File: config.mk
export PLATFORM = sky130hd
export DESIGN_NAME = vending_machine_multi
export DESIGN_NICKNAME = d
export VERILOG_FILES = /design/src/rtl/vending_pkg.sv /design/src/rtl/vend_credit_acc.sv /design/src/rtl/vending_machine_multi.sv
export SDC_FILE = /design/constraint.sdc
export NUM_CORES = 1
export LEC_CHECK = 0
export ABC_AREA = 1
export CAP_MARGIN = 20
export CORE_ASPECT_RATIO = 0.5
export CORE_UTILIZATION = 54
export DETAILED_ROUTE_END_ITERATION = 7
export HOLD_SLACK_MARGIN = 0.15
export PLACE_DENSITY = 0.88
export RECOVER_POWER = 100
export SLEW_MARGIN = 10
export SYNTH_ARGS = -nofsm -noshare
export SYNTH_HDL_FRONTEND = slang
export SYNTH_SLANG_ARGS = --single-unit
export TNS_END_PERCENT = 100
File: constraint.sdc
create_clock -name clk -period 6.7 [get_ports clk]
set_clock_uncertainty 0.1 [all_clocks]
set_input_delay 1.34 -clock clk [delete_from_list [all_inputs] [get_ports clk]]
set_output_delay 1.34 -clock clk [all_outputs]
set_load 0.005 [all_outputs]
File: src/rtl/vending_pkg.sv
// Shared types and coin constants for the vending machine.
// Latency: n/a (declarations only).
// Backpressure: n/a.
package vending_pkg;

    typedef enum logic [1:0] {
        IDLE   = 2'd0,
        CREDIT = 2'd1,
        VEND   = 2'd2,
        CHANGE = 2'd3
    } state_t;

    localparam int unsigned COIN_VAL [4] = '{1, 2, 5, 10};

    function automatic int unsigned coin_value(input logic [1:0] coin_type);
        return COIN_VAL[coin_type];
    endfunction

endpackage

File: src/rtl/vend_credit_acc.sv
// Credit register: add accepted coins, subtract a price, clear on refund/change.
// Latency: credit and coin_reject update one cycle after the coin/command is sampled.
// Backpressure: none; a coin that cannot be credited is bounced via coin_reject.
module vend_credit_acc #(
    parameter int CREDIT_W   = 8,
    parameter int MAX_CREDIT = 50
) (
    input  logic                clk,
    input  logic                reset,
    input  logic                coin_valid,
    input  logic                coin_en,
    input  logic [CREDIT_W-1:0] coin_amt,
    input  logic                sub_en,
    input  logic [CREDIT_W-1:0] sub_amt,
    input  logic                clr,
    output logic [CREDIT_W-1:0] credit,
    output logic                coin_acc,
    output logic                coin_reject
);

    logic [CREDIT_W:0] sum;

    // One extra bit so the limit check can never be fooled by wrap-around.
    assign sum      = {1'b0, credit} + {1'b0, coin_amt};
    assign coin_acc = coin_valid && coin_en && (sum <= (CREDIT_W+1)'(MAX_CREDIT));

    always_ff @(posedge clk) begin
        if (reset) begin
            credit      <= '0;
            coin_reject <= 1'b0;
        end else begin
            coin_reject <= coin_valid && !coin_acc;
            if (clr)
                credit <= '0;
            else if (sub_en)
                credit <= credit - sub_amt;
            else if (coin_acc)
                credit <= sum[CREDIT_W-1:0];
        end
    end

endmodule

File: src/rtl/vending_machine_multi.sv
// Multi-coin, multi-item vending controller with change handshake and refund.
// Latency: coin/select/cancel effects appear the cycle after they are sampled.
// Backpressure: change_valid/change_amt held until change_ack; coins are rejected while busy.
module vending_machine_multi
    import vending_pkg::*;
#(
    parameter int                            NUM_ITEMS  = 4,
    parameter int                            CREDIT_W   = 8,
    parameter int                            MAX_CREDIT = 50,
    parameter logic [NUM_ITEMS*CREDIT_W-1:0] PRICES     = {8'd20, 8'd15, 8'd10, 8'd5}
) (
    input  logic                         clk,
    input  logic                         reset,
    input  logic                         coin_valid,
    input  logic [1:0]                   coin_type,
    input  logic                         select,
    input  logic [$clog2(NUM_ITEMS)-1:0] item_sel,
    input  logic                         cancel,
    input  logic                         change_ack,
    output logic                         disp,
    output logic [$clog2(NUM_ITEMS)-1:0] disp_item,
    output logic                         change_valid,
    output logic [CREDIT_W-1:0]          change_amt,
    output logic [CREDIT_W-1:0]          credit,
    output logic                         coin_reject,
    output logic                         short_funds
);

    localparam int IW = $clog2(NUM_ITEMS);

    state_t              state, state_nxt;
    logic [CREDIT_W-1:0] credit_q;
    logic [CREDIT_W-1:0] price;
    logic [CREDIT_W-1:0] coin_amt;
    logic [IW-1:0]       item_q;
    logic                item_ok, funds_ok;
    logic                open_st, do_cancel, do_select, do_vend, coin_en, coin_acc;

    always_comb begin
        price   = '0;
        item_ok = 1'b0;
        for (int i = 0; i < NUM_ITEMS; i++) begin
            if (int'(item_sel) == i) begin
                price   = PRICES[i*CREDIT_W +: CREDIT_W];
                item_ok = 1'b1;
            end
        end
    end

    // Priority cancel > select > coin; cancel only means something once credit exists.
    assign open_st   = (state == IDLE) || (state == CREDIT);
    assign funds_ok  = item_ok && (credit_q >= price);
    assign do_cancel = (state == CREDIT) && cancel;
    assign do_select = open_st && select && !do_cancel;
    assign do_vend   = do_select && funds_ok;
    assign coin_en   = open_st && !do_cancel && !do_select;
    assign coin_amt  = CREDIT_W'(coin_value(coin_type));

    vend_credit_acc #(
        .CREDIT_W   (CREDIT_W),
        .MAX_CREDIT (MAX_CREDIT)
    ) u_acc (
        .clk         (clk),
        .reset       (reset),
        .coin_valid  (coin_valid),
        .coin_en     (coin_en),
        .coin_amt    (coin_amt),
        .sub_en      (do_vend),
        .sub_amt     (price),
        .clr         (do_cancel || (state == VEND)),
        .credit      (credit_q),
        .coin_acc    (coin_acc),
        .coin_reject (coin_reject)
    );

    always_ff @(posedge clk) begin
        if (reset)
            state <= IDLE;
        else
            state <= state_nxt;
    end

    always_comb begin
        state_nxt = state;
        case (state)
            IDLE:   if (coin_acc) state_nxt = CREDIT;
            CREDIT: begin
                if (do_cancel)
                    state_nxt = CHANGE;
                else if (do_vend)
                    state_nxt = VEND;
            end
            VEND:   state_nxt = (credit_q != '0) ? CHANGE : IDLE;
            CHANGE: if (change_ack) state_nxt = IDLE;
            default: state_nxt = IDLE;
        endcase
    end

    // The remainder sits in the credit register during VEND and moves to change_amt on exit.
    always_ff @(posedge clk) begin
        if (reset) begin
            change_amt  <= '0;
            item_q      <= '0;
            short_funds <= 1'b0;
        end else begin
            short_funds <= do_select && !funds_ok;
            if (do_vend)
                item_q <= item_sel;
            if (do_cancel || (state == VEND))
                change_amt <= credit_q;
            else if ((state == CHANGE) && change_ack)
                change_amt <= '0;
        end
    end

    always_comb begin
        disp         = (state == VEND);
        disp_item    = disp ? item_q : '0;
        change_valid = (state == CHANGE);
        credit       = (state == CHANGE) ? '0 : credit_q;
    end

endmodule

-- Yosys cells after proc, flatten, opt, wreduce, memory -nomap -nowiden
Index checks and enable logic that the tools add are counted.
- flip-flop bits (word level): 22
- output and inout port bits: 22
- logic and storage cells: 69
- input port bits: 10
- eq/ne operators: 9
- $lt $le $gt $ge: 3
- reductions and logical operators: 25
- muxes and demuxes: 23
- $add $sub $neg: 2
- bitwise gates (word level): 1
- operator list (operator ; count):
    two-way mux 8 bit ; 10
    binary-select mux 32 bit (select 2 bit) ; 1
    logical AND 1 bit ; 12
    two-way mux 2 bit ; 6
    adder 8 x 8 -> 9 bit ; 1
    less-or-equal comparator 9 x 6 -> 1 bit, second input constant ; 1
    equality test 2 bit, second input constant ; 4
    greater-or-equal comparator 8 bit ; 1
    case mux 2 bit (4 select lines) ; 1
    nonzero test 8 bit ; 1
    subtractor 8 bit ; 1
    equality test 2 x 1 -> 1 bit, second input constant ; 2
    zero test 1 bit ; 4
    zero test 2 bit ; 2
    two-way mux 1 bit ; 4
    nonzero test 2 bit ; 2
    greater-or-equal comparator 3 bit, second input constant ; 1
    two-way mux 3 bit ; 1
    inequality test 3 bit, second input constant ; 1
    inverter 2 -> 3 bit ; 1
    AND reduction 3 bit ; 1
    logical OR 1 bit ; 2
    inequality test 2 x 1 -> 1 bit, second input constant ; 1
    inequality test 2 bit, second input constant ; 1
    OR reduction 2 bit ; 1

-- Depth between registers and ports, before layout
- word-level depth: 11
- mapped depth: 17
- depth with buffers taken out: 17

-- By module
Synthesis repeated with hierarchy kept, for this count alone.
- cell total of the unflattened synthesis: 336
- area total of the unflattened synthesis: 2173.3 um2
- modules (own cells, without submodules) (module ; area each (um2) ; times used ; cells an instance):
    vend_credit_acc ; 1233.7 ; 1 ; 189
    vending_machine_multi ; 939.7 ; 1 ; 147

-- Worst setup path after synthesis
OpenSTA, ideal clock, no wires.
- path kind: input-to-reg
- start: input port item_sel[1]
- end: register u_acc.credit[2]
- setup slack: 3.529 ns
- data arrival time: 3.001 ns
- path buffers: 1
- setup time: 0.070 ns
- stages: 13
- data required time: 6.530 ns
- cell sequence: inv_1 -> ha_1 -> fa_1 -> nand3_1 -> nand2_1 -> nand2_1 -> nand4_2 -> nand2_4 -> buf_12 -> nand2_2 -> o21ai_2 -> nand2_1 -> a21oi_1
- longest elaborated chain between the ends: 9
- elaborated cells on any way between the ends: 18
- those cells by class: add/sub: 1; order compare: 1; eq/ne: 3; mux: 9; reduce/logical: 4
- RTL lines (what ; line ; RTL):
    start, declared ; vending_machine_multi.sv:17 ; input logic [$clog2(NUM_ITEMS)-1:0] item_sel,
    zero test 2 bit ; vending_machine_multi.sv:43 ; if (int'(item_sel) == i) begin
    two-way mux 3 bit ; vending_machine_multi.sv:43 ;
    two-way mux 8 bit (3 in series) ; vending_machine_multi.sv:43 ;
    greater-or-equal comparator 8 bit ; vending_machine_multi.sv:52 ; assign funds_ok = item_ok && (credit_q >= price);
    logical AND 1 bit ; vending_machine_multi.sv:52 ;
    logical AND 1 bit ; vending_machine_multi.sv:55 ; assign do_vend = do_select && funds_ok;
    two-way mux 8 bit or nonzero test 2 bit (tied branches) ; n/a ;
    end signal, assigned ; vend_credit_acc.sv:36 ; credit <= credit - sub_amt;
    end signal, assigned ; vend_credit_acc.sv:38 ; credit <= sum[CREDIT_W-1:0];
    end, declared ; vend_credit_acc.sv:16 ; output logic [CREDIT_W-1:0] credit,
Several ways; a longest one is shown, not always the timed one.
A chain may end at the register's enable or synchronous reset.

-- Worst setup path in the final report
- start: input port item_sel[1]
- end: register u_acc.credit[1]
The elaborated chain is that of the path after synthesis.

==> impl_metrics.py <==
metrics = {
    "logic_synthesis": {
        "synth_common_cells": "nand2_1, inv_1, nor2_1, a21oi_1, nand3_1",
        "post-synth-top-count-cell": "nand2_1",
        "postSynthAreaPerCell_um2": 6.441,
        "synth.area.top_cells": "dfxtp_1, nand2_1, ha_1",
        "ys_ff_latch": 22,
        "synth_edf_count": 0,
        "synth_top_cell_by_area": "dfxtp_1",
        "synth_top_family_by_area": "simple AND/OR/NAND/NOR gates",
        "syn_inst": 264,
        "synth.distinct_cells": 29,
        "yosysWarnings": 0,
        "synthAdderAreaFrac": 0.1045,
        "synthXorXnorAreaFrac": 0.03017,
        "synth_simple_gate_area_frac": 0.3893,
        "netlist.area_leader.share": 0.2590,
        "postSynth.asyncResetShare": 0,
        "syn-cell-area_mm2": 0.001700,
        "synth_mux_area_frac": 0,
        "synth_fp_nets": 287,
        "synth_compound_area_frac": 0.1038,
        "yosysSeqAreaShare": 0.2590,
        "synthFlopType": "dfxtp_1",
    },
    "layout": {
        "areaGrowthSynthToFinish_pct": 20.60,
        "drive_gt1_frac": 0.04422,
        "num_antenna_cells": 0,
        "layout.nets": 318,
        "nFillCells": 228,
    },
    "routing": {
        "wl_met2_um": 1850,
        "drtAntennaViolNets": 0,
        "first_iter_violations": 80,
        "viasPerCell": 5.332,
        "wl_met1_um": 2017,
        "vias": 1765,
        "drc_errors": 0,
        "highest_layer": "met4",
        "wire_per_inst_um": 12.76,
        "wl_met3_um": 303,
        "wl_um": 4222,
        "firstDrtPassIters": 5,
    },
    "worst_setup_path": {
        "critPathLaunchType": "input port",
        "cp_slowest_cell": "nand2_1",
        "path_buf_inv": 3,
        "worstPathArrival_ns": 4.43,
        "crit_type": "in2reg",
        "crit_chain": "dlygate4sd3_1, inv_1, ha_1, ha_1, a21oi_1, nand2_1, nand2_1, nand4_1, nand2_1, inv_1, nand2_1, nand2_1, nand2_1, a21oi_1",
        "crit_path_frequent_cell": "nand2_1",
        "critPathMaxStageDelay_ns": 0.63,
        "critPathMaxFanout": 26,
        "crit_family": "simple AND/OR/NAND/NOR gates",
        "end_kind": "flip-flop",
        "required_ns": 6.77,
    },
    "die": {
        "core_mm2": 0.002781,
        "std_cell_rows": 13,
        "ios": 32,
        "die_h_um": 41.68,
        "die_w_um": 81.36,
        "dieArea_mm2": 0.003391,
        "floorplan.initialDensity": 0.6113,
    },
    "clocking": {
        "cts_resized": 0,
        "cts_max_path_buffers": 2,
        "root_buffer": "clkbuf_8",
        "cts-buffers-inserted": 3,
        "h-tree-depth": 1,
        "post_cts_buffers": 0,
        "postCtsHoldBufs": 0,
        "cts_sinks": 22,
        "clk_pin_slew_worst_paths_ns": 0.08,
        "cts_tree": "built",
        "clk_latency_ns": 0.28,
    },
    "timing": {
        "layout_min_cycle_time_ns": 4.358,
        "final_max_slew_viol_count": 0,
        "relSlewSlack": 0.4485,
        "hold_viol_final": 0,
        "fin_setup_tns_ns": 0,
        "timing.fmax_mhz": 229.5,
        "finalSetupViolCount": 0,
        "whs_ns": 0.3615,
        "finalCritPeriodShare": 0.6505,
        "tightestPinTransition_ns": 0.8253,
        "rsz0062_at_grt": "no",
    },
    "power_and_ir_drop": {
        "ir_drop_mv": 0.1873,
        "p_per_area_mw_per_mm2": 388.2,
        "power.leakage_uw": 0.001035,
        "fin_total_pwr_uw": 796.1,
    },
    "run": {
        "drv_cap": 0,
    },
    "placement": {
        "place.gp.congestion": 0.9089,
        "place_hpwl_um": 3210,
        "portBuffers": 31,
    },
    "grt": {
        "grt-ovfl-total": 0,
        "antenna_found_initial": 0,
        "grt_usage": 0.2729,
        "grt_pass1_vias": 1522,
        "grt_start_max_net_pins": 27,
        "grt_pass1_wl_um": 7051,
    },
    "worst_hold_path": {
        "hp-class": "reg2reg",
    },
    "status": {
        "outcome": "complete, no violations",
    },
}
==> final cells by class <==
type,count,area (µm²),area share
Clock inverter,1,30.03,0.01464
Tap cell,37,46.29,0.02257
Clock buffer,3,41.29,0.02013
Inverter,38,142.6,0.06955
Sequential cell,22,440.4,0.2148
Timing Repair Buffer,31,310.3,0.1513
Multi-Input combinational cell,199,1040,0.5070
==> worst reg2reg max path, stage by stage (launching register included) <==
cell	delay, ns
dfxtp_1	0.38
inv_1	0.14
ha_1	0.16
inv_1	0.07
fa_1	0.41
nand3_1	0.11
nand2_1	0.11
nand2_1	0.09
nand4_1	0.10
nand2_1	0.63
inv_1	0.21
nand2_1	0.14
nand2_1	0.06
nand2_1	0.07
a21oi_1	0.06
==> report_power, final <==
part / internal [µW] / total (µW) / switching [µW]
clock network: 80.1 / 128 / 47.8
registers: 165 / 213 / 48.1
logic: 177 / 455 / 278
==> worst paths after layout <==
kind | end | cells past startpoint | slack (ns) | start
max reg2reg | u_acc.credit[1] | 14 | 3.74 | u_acc.credit[0]
min reg2reg | change_amt[0] | 2 | 0.36 | change_amt[0]
min | change_amt[0] | 2 | 0.36 | change_amt[0]
max | u_acc.credit[1] | 14 | 2.34 | item_sel[1]
==> state kept, by name (all words and copies together) (netlist names) <==
name	cells
change_amt	8
item_q	2
short_funds	1
state	2
u_acc.coin_reject	1
u_acc.credit	8
==> placed cells by master (no fill, tap or decap) <==
| cell type | count |
|---|---|
| inv_1 | 37 |
| ha_1 | 11 |
| clkinv_1 | 1 |
| clkdlybuf4s50_1 | 7 |
| nand3b_1 | 2 |
| a21oi_1 | 24 |
| dlygate4sd3_1 | 24 |
| nor2_1 | 33 |
| dfxtp_1 | 22 |
| nand3_2 | 1 |
| bufinv_16 | 1 |
| nor3_1 | 1 |
| nand3_1 | 24 |
| nand2_2 | 4 |
| nor2_2 | 1 |
| or2_1 | 1 |
| fa_1 | 2 |
| xor2_2 | 1 |
| nand4_1 | 6 |
| xnor2_1 | 3 |
| clkbuf_8 | 3 |
| xor2_1 | 1 |
| nand2_1 | 73 |
| o21ai_0 | 9 |
| nand2_4 | 2 |
==> metal layers <==
| metal | vias up | track usage |
|---|---|---|
| met1 | 789 | 0.3866 |
| met3 | 9 | 0.04615 |
| met2 | 69 | 0.4283 |
| met5 | - | 0 |
| met4 | 0 | 0.06429 |
| li1 | 898 | - |
==> kinds of logic (layout without fill, tap and decap cells) <==
family / Yosys count / in the layout
and+or+nand+nor: 148 / 148
buffers and inverters: 43 / 73
AOI/OAI and AO/OA: 33 / 33
DFF: 22 / 22
adders and majority gates: 13 / 13
xor gates and xnor gates: 5 / 5
==> through the flow <==
stage	cells	instance area, µm²	setup WS (ns)	utilization
2_1_floorplan	264	1700	3.529	-
6_report	331	2051	2.342	0.7373
4_1_cts	331	2078	2.919	0.7472
3_3_place_gp	327	2007	2.813	0.7215
3_5_place_dp	327	2007	2.654	0.7215
5_1_grt	331	2051	2.034	0.7373
No activity file was read; power rests on OpenSTA's default activity.
